[src/rtl/regfile_dump.sv]
// Read-side sequencer for the register file: walks a wrapping range of
// register numbers and streams each word out over valid/ready.
module regfile_dump #(
   parameter int WIDTH  = 16,
   parameter int ADDR_W = 3
) (
   input  logic              clk,
   input  logic              rst_n,
   input  logic              start,
   input  logic [ADDR_W-1:0] first,
   input  logic [ADDR_W:0]   count,
   output logic [ADDR_W-1:0] readnum,
   input  logic [WIDTH-1:0]  rf_data,
   output logic              out_valid,
   input  logic              out_ready,
   output logic [WIDTH-1:0]  out_data,
   output logic [ADDR_W-1:0] out_addr,
   output logic              out_last,
   output logic              busy,
   output logic              done
);

   typedef enum logic [1:0] {
      IDLE,
      READ,
      HOLD,
      DONE
   } state_t;

   localparam logic [ADDR_W:0] MAX_CNT = (ADDR_W+1)'(2**ADDR_W);
   localparam logic [ADDR_W:0] ONE     = (ADDR_W+1)'(1);

   state_t            state_q, state_d;
   logic [ADDR_W:0]   rem_q, rem_d;
   logic [ADDR_W-1:0] readnum_q, readnum_d;
   logic [WIDTH-1:0]  out_data_q, out_data_d;
   logic [ADDR_W-1:0] out_addr_q, out_addr_d;
   logic              out_last_q, out_last_d;
   logic              out_valid_q, out_valid_d;
   logic              busy_q, busy_d;
   logic              done_q, done_d;

   always_comb begin
      state_d     = state_q;
      rem_d       = rem_q;
      readnum_d   = readnum_q;
      out_data_d  = out_data_q;
      out_addr_d  = out_addr_q;
      out_last_d  = out_last_q;
      out_valid_d = out_valid_q;
      busy_d      = busy_q;
      done_d      = 1'b0;
      unique case (state_q)
         IDLE: begin
            if (start && count != '0) begin
               rem_d     = (count > MAX_CNT) ? MAX_CNT : count;
               readnum_d = first;
               busy_d    = 1'b1;
               state_d   = READ;
            end
         end
         READ: begin
            out_data_d  = rf_data;
            out_addr_d  = readnum_q;
            out_last_d  = (rem_q == ONE);
            out_valid_d = 1'b1;
            state_d     = HOLD;
         end
         HOLD: begin
            if (out_ready) begin
               out_valid_d = 1'b0;
               if (rem_q > ONE) begin
                  rem_d     = rem_q - ONE;
                  readnum_d = readnum_q + 1'b1;
                  state_d   = READ;
               end else begin
                  out_last_d = 1'b0;
                  done_d     = 1'b1;
                  state_d    = DONE;
               end
            end
         end
         DONE: begin
            busy_d  = 1'b0;
            state_d = IDLE;
         end
         default: state_d = IDLE;
      endcase
   end

   always_ff @(posedge clk or negedge rst_n) begin
      if (!rst_n) begin
         state_q     <= IDLE;
         rem_q       <= '0;
         readnum_q   <= '0;
         out_data_q  <= '0;
         out_addr_q  <= '0;
         out_last_q  <= 1'b0;
         out_valid_q <= 1'b0;
         busy_q      <= 1'b0;
         done_q      <= 1'b0;
      end else begin
         state_q     <= state_d;
         rem_q       <= rem_d;
         readnum_q   <= readnum_d;
         out_data_q  <= out_data_d;
         out_addr_q  <= out_addr_d;
         out_last_q  <= out_last_d;
         out_valid_q <= out_valid_d;
         busy_q      <= busy_d;
         done_q      <= done_d;
      end
   end

   assign readnum   = readnum_q;
   assign out_data  = out_data_q;
   assign out_addr  = out_addr_q;
   assign out_last  = out_last_q;
   assign out_valid = out_valid_q;
   assign busy      = busy_q;
   assign done      = done_q;

endmodule
[config.mk]
export PLATFORM = sky130hd
export DESIGN_NAME = regfile_dump
export DESIGN_NICKNAME = d
export VERILOG_FILES = /design/src/rtl/regfile_dump.sv
export SDC_FILE = /design/constraint.sdc
export NUM_CORES = 1
export LEC_CHECK = 0
export ABC_AREA = 1
export BUFFER_PORTS_ARGS = -buffer_cell sky130_fd_sc_hd__buf_4
export CAP_MARGIN = 40
export CORE_AREA = 2 2 62 64
export DETAILED_ROUTE_END_ITERATION = 8
export DIE_AREA = 0 0 64 66
export PLACE_DENSITY = 0.72
export SYNTH_ARGS = -nofsm -noshare
export SYNTH_HDL_FRONTEND = slang
export SYNTH_SLANG_ARGS = --single-unit
[constraint.sdc]
create_clock -name clk -period 1.3 [get_ports clk]
set_input_delay 0 -clock clk [delete_from_list [all_inputs] [get_ports clk]]
set_output_delay 0 -clock clk [all_outputs]
set_load 0.01 [all_outputs]
# Yosys cells after proc, flatten, opt, wreduce, memory -nomap -nowiden
# Cells that the tools add are included.
[classes]
div = 0
addsub = 2
n_eq_ne = 8
n_mul = 0
n_reduce_logical = 11
muxes = 23
n_lt_le_gt_ge = 2
bitwise = 0
shifts = 0
[op_table]
columns = ["operator", "count"]
rows = [
  ["2-to-1 mux 4 bit", 4],
  ["2-to-1 mux 3 bit", 3],
  ["!= test 2 bit, second input constant", 4],
  ["one-hot mux 2 bit (4 select lines)", 1],
  ["one-hot mux 4 bit (2 select lines)", 1],
  ["2-to-1 mux 1 bit", 7],
  ["2-to-1 mux 2 bit", 3],
  ["one-hot mux 1 bit (2 select lines)", 3],
  ["one-hot mux 3 bit (2 select lines)", 1],
  ["AND reduction 2 bit", 3],
  ["nonzero test 2 bit", 3],
  ["== test 2 bit, second input constant", 2],
  ["== test 4 x 1 -> 1 bit, second input constant", 1],
  ["greater-than comparator 4 x 1 -> 1 bit, second input constant", 1],
  ["greater-than comparator 4 bit, second input constant", 1],
  ["AND reduction 4 bit", 1],
  ["nonzero test 4 bit", 1],
  ["subtractor 4 x 1 -> 4 bit, second input constant", 1],
  ["adder 3 x 1 -> 3 bit, second input constant", 1],
  ["AND reduction 3 bit", 1],
  ["== test 2 x 1 -> 1 bit, second input constant", 1],
  ["zero test 2 bit", 1],
  ["logical AND 1 bit", 1],
]
[totals]
reg_bits = 32
wordCells = 55
latch_bits = 0
mem_count = 0
ram_bits = 0
inputBits = 27
romBits = 0

# Depth between registers and ports, before layout
[depth]
word_depth = 4
mapped_depth = 9
mapped_depth_nobuf = 9

# Worst setup path before layout
# Ideal clock, no wire load.
[synth_timing]
kind = "reg-to-reg"
start = "register rem_q[0]"
end = "register readnum_q[2] (netlist: readnum[2])"
stages_incl_launch_ff = 9
path_slack_ns = 0.047
t_arrival_ns = 1.136
t_required_ns = 1.183
setup_time_ns = 0.117
synth_period_minus_slack_ns = 1.253
cell_sequence = "dfrtp_1 inv_1 ha_1 o21ai_2 nor2_4 inv_4 nand2_8 nand2_1 nand2_1"
[synth_between]
elab_chain_cells = 3
[synth_lines]
columns = ["element", "line", "source"]
rows = [
  ["start, declared", "34", "logic [ADDR_W:0] rem_q, rem_d;"],
  ["start signal, assigned", "104", "rem_q <= rem_d;"],
  ["greater-than comparator 4 x 1 -> 1 bit", "72", "if (rem_q > ONE) begin"],
  ["!= test 2 bit (no line)", "-", ""],
  ["AND reduction 4 bit (no line)", "-", ""],
  ["end signal, assigned", "105", "readnum_q <= readnum_d;"],
  ["end, declared", "35", "logic [ADDR_W-1:0] readnum_q, readnum_d;"],
]
# Every way passes these cells.
# A chain may end at the register's enable or synchronous reset.

# Final worst setup path
[layout_timing]
start = "register rem_q[0]"
end = "register rem_q[0]"
[layout_between]
elab_chain_cells = 4
[layout_lines]
columns = ["element", "line", "source"]
rows = [
  ["subtractor 4 x 1 -> 4 bit", "73", "rem_d = rem_q - ONE;"],
  ["2-to-1 mux 4 bit", "72", ""],
  ["2-to-1 mux 4 bit", "70", "if (out_ready) begin"],
  ["one-hot mux 4 bit (2 select lines)", "53", "unique case (state_q)"],
]
# Several ways; a longest one is shown, not always the timed one. The select of a mux whose other input is x is not followed.

==> impl_results.md <==
* Crit path DAT at 1.56 ns
* # setup viols final at 0
* Clk slew on worst S/H paths at around 0.10 ns
* Share of the synthesized area in the top cell type at 53.5%
* Clock sinks at 32
* Sequential share of the synthesized area at a little over half
* Setup slack after placement at -0.0147 ns
* CTS Buf Count at 5
* Layout cells sized above 1 at 33.0%
* Via density at 4.58
* Mean Syn Cell Area at 8.22 um2
* Layout net count at 293
* Hold Path End: rem_q[3]$_DFFE_PN0P_
* Routed wire length per instance at 11.8 um
* CTS max path bufs at 2
* WL final at 3.69 mm
* # diodes at 0
* Cell family with most CP delay: flip-flops
* DRC at 0
* # fillers at 290
* FF-to-FF End: rem_q[0]$_DFFE_PN0P_
* Power Internal at 3.08 mW
* Root buf cell: clkbuf_4
* Most frequent cells after synthesis: nand2_1, dfrtp_1, nand3_1, inv_1, nor2_1
* Initial antenna violation count at 0
* Fin crit share at 99.5%
* Net Sw Power at about 2.1 mW
* Req. time, crit path at 1.57 ns
* Initial DRC count at 50
* Clock share of power at 14.1%
* Layout area overhead at 52.8%
* Slowest stage delay, CP at 0.46 ns
* Worst hold path type: input port to register
* Global-route wire length before repair at 6.05 mm
* Vias in the first global route at 1,394
* Cell Area, Synth at 0.00150 mm2
* Initial core utilization at 42.1%
* Clk_skew at 0.00798 ns
* Worst relative slew slack at 73.6%
* F_max at 773 MHz
* Minimum clock period at 1.29 ns
* Switch share at 41.0%
* Register bit total from synthesis at 32
* Final Max Tran Viols at 0
* Final ANT Viol Nets at 0
* Core Box Area at 0.00355 mm2
* Row cnt at 22
* Yosys cell types at 19
* Final GP Congestion at 0.831
* R2R setup slack at between 0.006 and 0.007 ns
* Max-cap violations at 0
* Die W at 64 um
* Pwr Density at about 2300 mW/mm2
* Cells on Worst Hold Path at 5
* Sequential share of power at 34.2%
* Syn nets at 212
* Final WS setup at 0.00670 ns
* Mapped Cells at 182
* Post-synth top area cell: dfrtp_1
* Max Fanout on Critical Path at 8
* Static leakage at 1.25 nW
* Post-synth top flop: dfrtp_1
* Nature of the critical path endpoint: register
* Worst-Skew Late Latency at 0.33 ns
* Largest net degree at the start of global routing at 33
* Hold Vio Cnt, Final at 0
* IO Count at 53
* Cell chain of the critical path: inv_2 > ha_4 > o21ai_4 > nor2_4 > clkinv_4 > nand2_8 > nand2_1 > nand2_1
* Hold Slack at 0.0184 ns
* Async SR Flop Fraction at 100%
* Setup Crit Path Kind: register to register
* DRT Pass-1 Iters at 4
* Critical R2R Launch: rem_q[0]$_DFFE_PN0P_
* H-tree level count at 2
* Reg2Reg Depth at 8
* Overflow after GRT at 0
* IR drop worst, VDD at 0.00110 V
* RSZ-0062 raised after global routing: true
* GRT Util Overall at 18.7%
* EDFF count, synth at 0
* Hpwl dp at 2.36 mm
* Die area at ~0.0042 mm2
* Cell mode on critical path: nand2_1
* Ys Warns at 0
* Dominant cells by area after synthesis: dfrtp_1, nand2_1, nand3_1
* Vias at between 1,000 and 1,500
* Status: complete, no violations
* Most frequent cell after synthesis: nand2_1
* Chip height at 66 um
* CTS tree: built
* IO buf count at 52
* Slew @ Worst Pin at 0.396 ns
* Fraction of power consumed by combinational cells at 51.6%
* CP max stage cell: dfrtp_2
* Buf/Inv on CP at 2
* CP startpoint kind: register
* Worst hold path startpoint: count[3]
==> cell usage in the layout, fill, tap and decap left out <==
| cell type | netlist | routed |
|---|---|---|
| a21oi_1 | 1 | 1 |
| buf_4 | 0 | 61 |
| bufinv_16 | 0 | 1 |
| clkbuf_1 | 0 | 1 |
| clkbuf_4 | 0 | 5 |
| clkinv_2 | 1 | 2 |
| clkinv_4 | 0 | 1 |
| dfrtp_1 | 32 | 31 |
| dfrtp_2 | 0 | 1 |
| dlygate4sd3_1 | 0 | 18 |
| ha_1 | 3 | 1 |
| ha_4 | 0 | 2 |
| inv_1 | 8 | 6 |
| inv_2 | 3 | 5 |
| nand2_1 | 95 | 95 |
| nand2_2 | 1 | 1 |
| nand2_4 | 2 | 2 |
| nand2_8 | 2 | 2 |
| nand3_1 | 13 | 13 |
| nor2_1 | 7 | 5 |
| nor2_2 | 0 | 1 |
| nor2_4 | 1 | 2 |
| o211ai_1 | 1 | 1 |
| o21ai_0 | 5 | 5 |
| o21ai_4 | 0 | 1 |
==> power by group through the flow <==
stage	combinational (mW)	clock (mW)	sequential (mW)
floorplan	1.31	0	1.92
global placement	2.41	0	1.77
detailed placement	2.47	0	1.77
CTS	2.56	0.737	1.75
global route	3.04	0.782	1.85
finish	2.69	0.738	1.79
==> through the flow <==
step                power [mW]  utilization (%)  instances  instance area, um2  setup TNS (ns)
floorplan                 3.23                -        182                1500               0
global placement          4.18             55.0        282                1950               0
detailed placement        4.24             55.0        282                1950         -0.0540
CTS                       5.05             62.6        309                2220               0
global route              5.67             64.4        312                2290          -0.218
finish                    5.22             64.4        312                2290               0
==> worst min-delay path: stages <==
cell and delay (ns):
buf_4 0.09, nand2_1 0.05, nand2_1 0.06, nand2_1 0.06, nand2_1 0.06
==> worst max-delay path by stage <==
stage                               from                     end  slack, ns  depth (start not counted)
finish              rem_q[0]$_DFFE_PN0P_    rem_q[0]$_DFFE_PN0P_      0.007                          8
global route        rem_q[1]$_DFFE_PN0P_    rem_q[3]$_DFFE_PN0P_      -0.07                          8
floorplan           rem_q[0]$_DFFE_PN0P_  readnum[2]$_DFFE_PN0P_       0.05                          8
global placement    rem_q[0]$_DFFE_PN0P_  readnum[2]$_DFFE_PN0P_       0.03                          8
CTS                 rem_q[0]$_DFFE_PN0P_    rem_q[3]$_DFFE_PN0P_      0.002                          7
detailed placement  rem_q[0]$_DFFE_PN0P_    rem_q[0]$_DFFE_PN0P_      -0.01                          8
==> cell type report <==
class | count | area (um2) | area share (%)
tap | 48 | 60.1 | 2.63
clock inverter | 2 | 35.0 | 1.53
multi-input combinational | 132 | 654 | 28.6
sequential | 32 | 802 | 35.1
inverter | 13 | 55.1 | 2.41
clock buffer | 6 | 41.3 | 1.81
timing repair buffer | 79 | 638 | 27.9
==> state kept, by name, summed over array words and instances (netlist names) <==
name       flops
out_last       1
state_q        2
done           1
out_addr       3
out_valid      1
rem_q          4
readnum        3
busy           1
out_data      16
==> cell families after synthesis <==
group / Yosys count / synth area share (%)
AOI/OAI and AO/OA: 8 / 3.09
adders and majority gates: 3 / 2.51
buffers and inverters: 18 / 5.60
DFF: 32 / 53.5
and+or+nand+nor: 121 / 35.3
==> routing by layer <==
layer  share of wire [%]  GRT usage (%)  routed length [um]
met5                   0              0                   0
met4                 1.4           8.97                  53
met3                 4.5           3.24                 167
met2                  49           32.0                1800
met1                  45           22.9                1670
==> what timing repair did <==
action / 4_1_cts / 5_1_grt
hold endpoints to repair: 50 / 0
pin swaps: 1 / 3
resized for setup: 3 / 9
hold buffers: 18 / 0
buffers inserted: 1 / 3
endpoints found under the setup margin: 8 / 9
No activity file was read; power rests on OpenSTA's default activity.
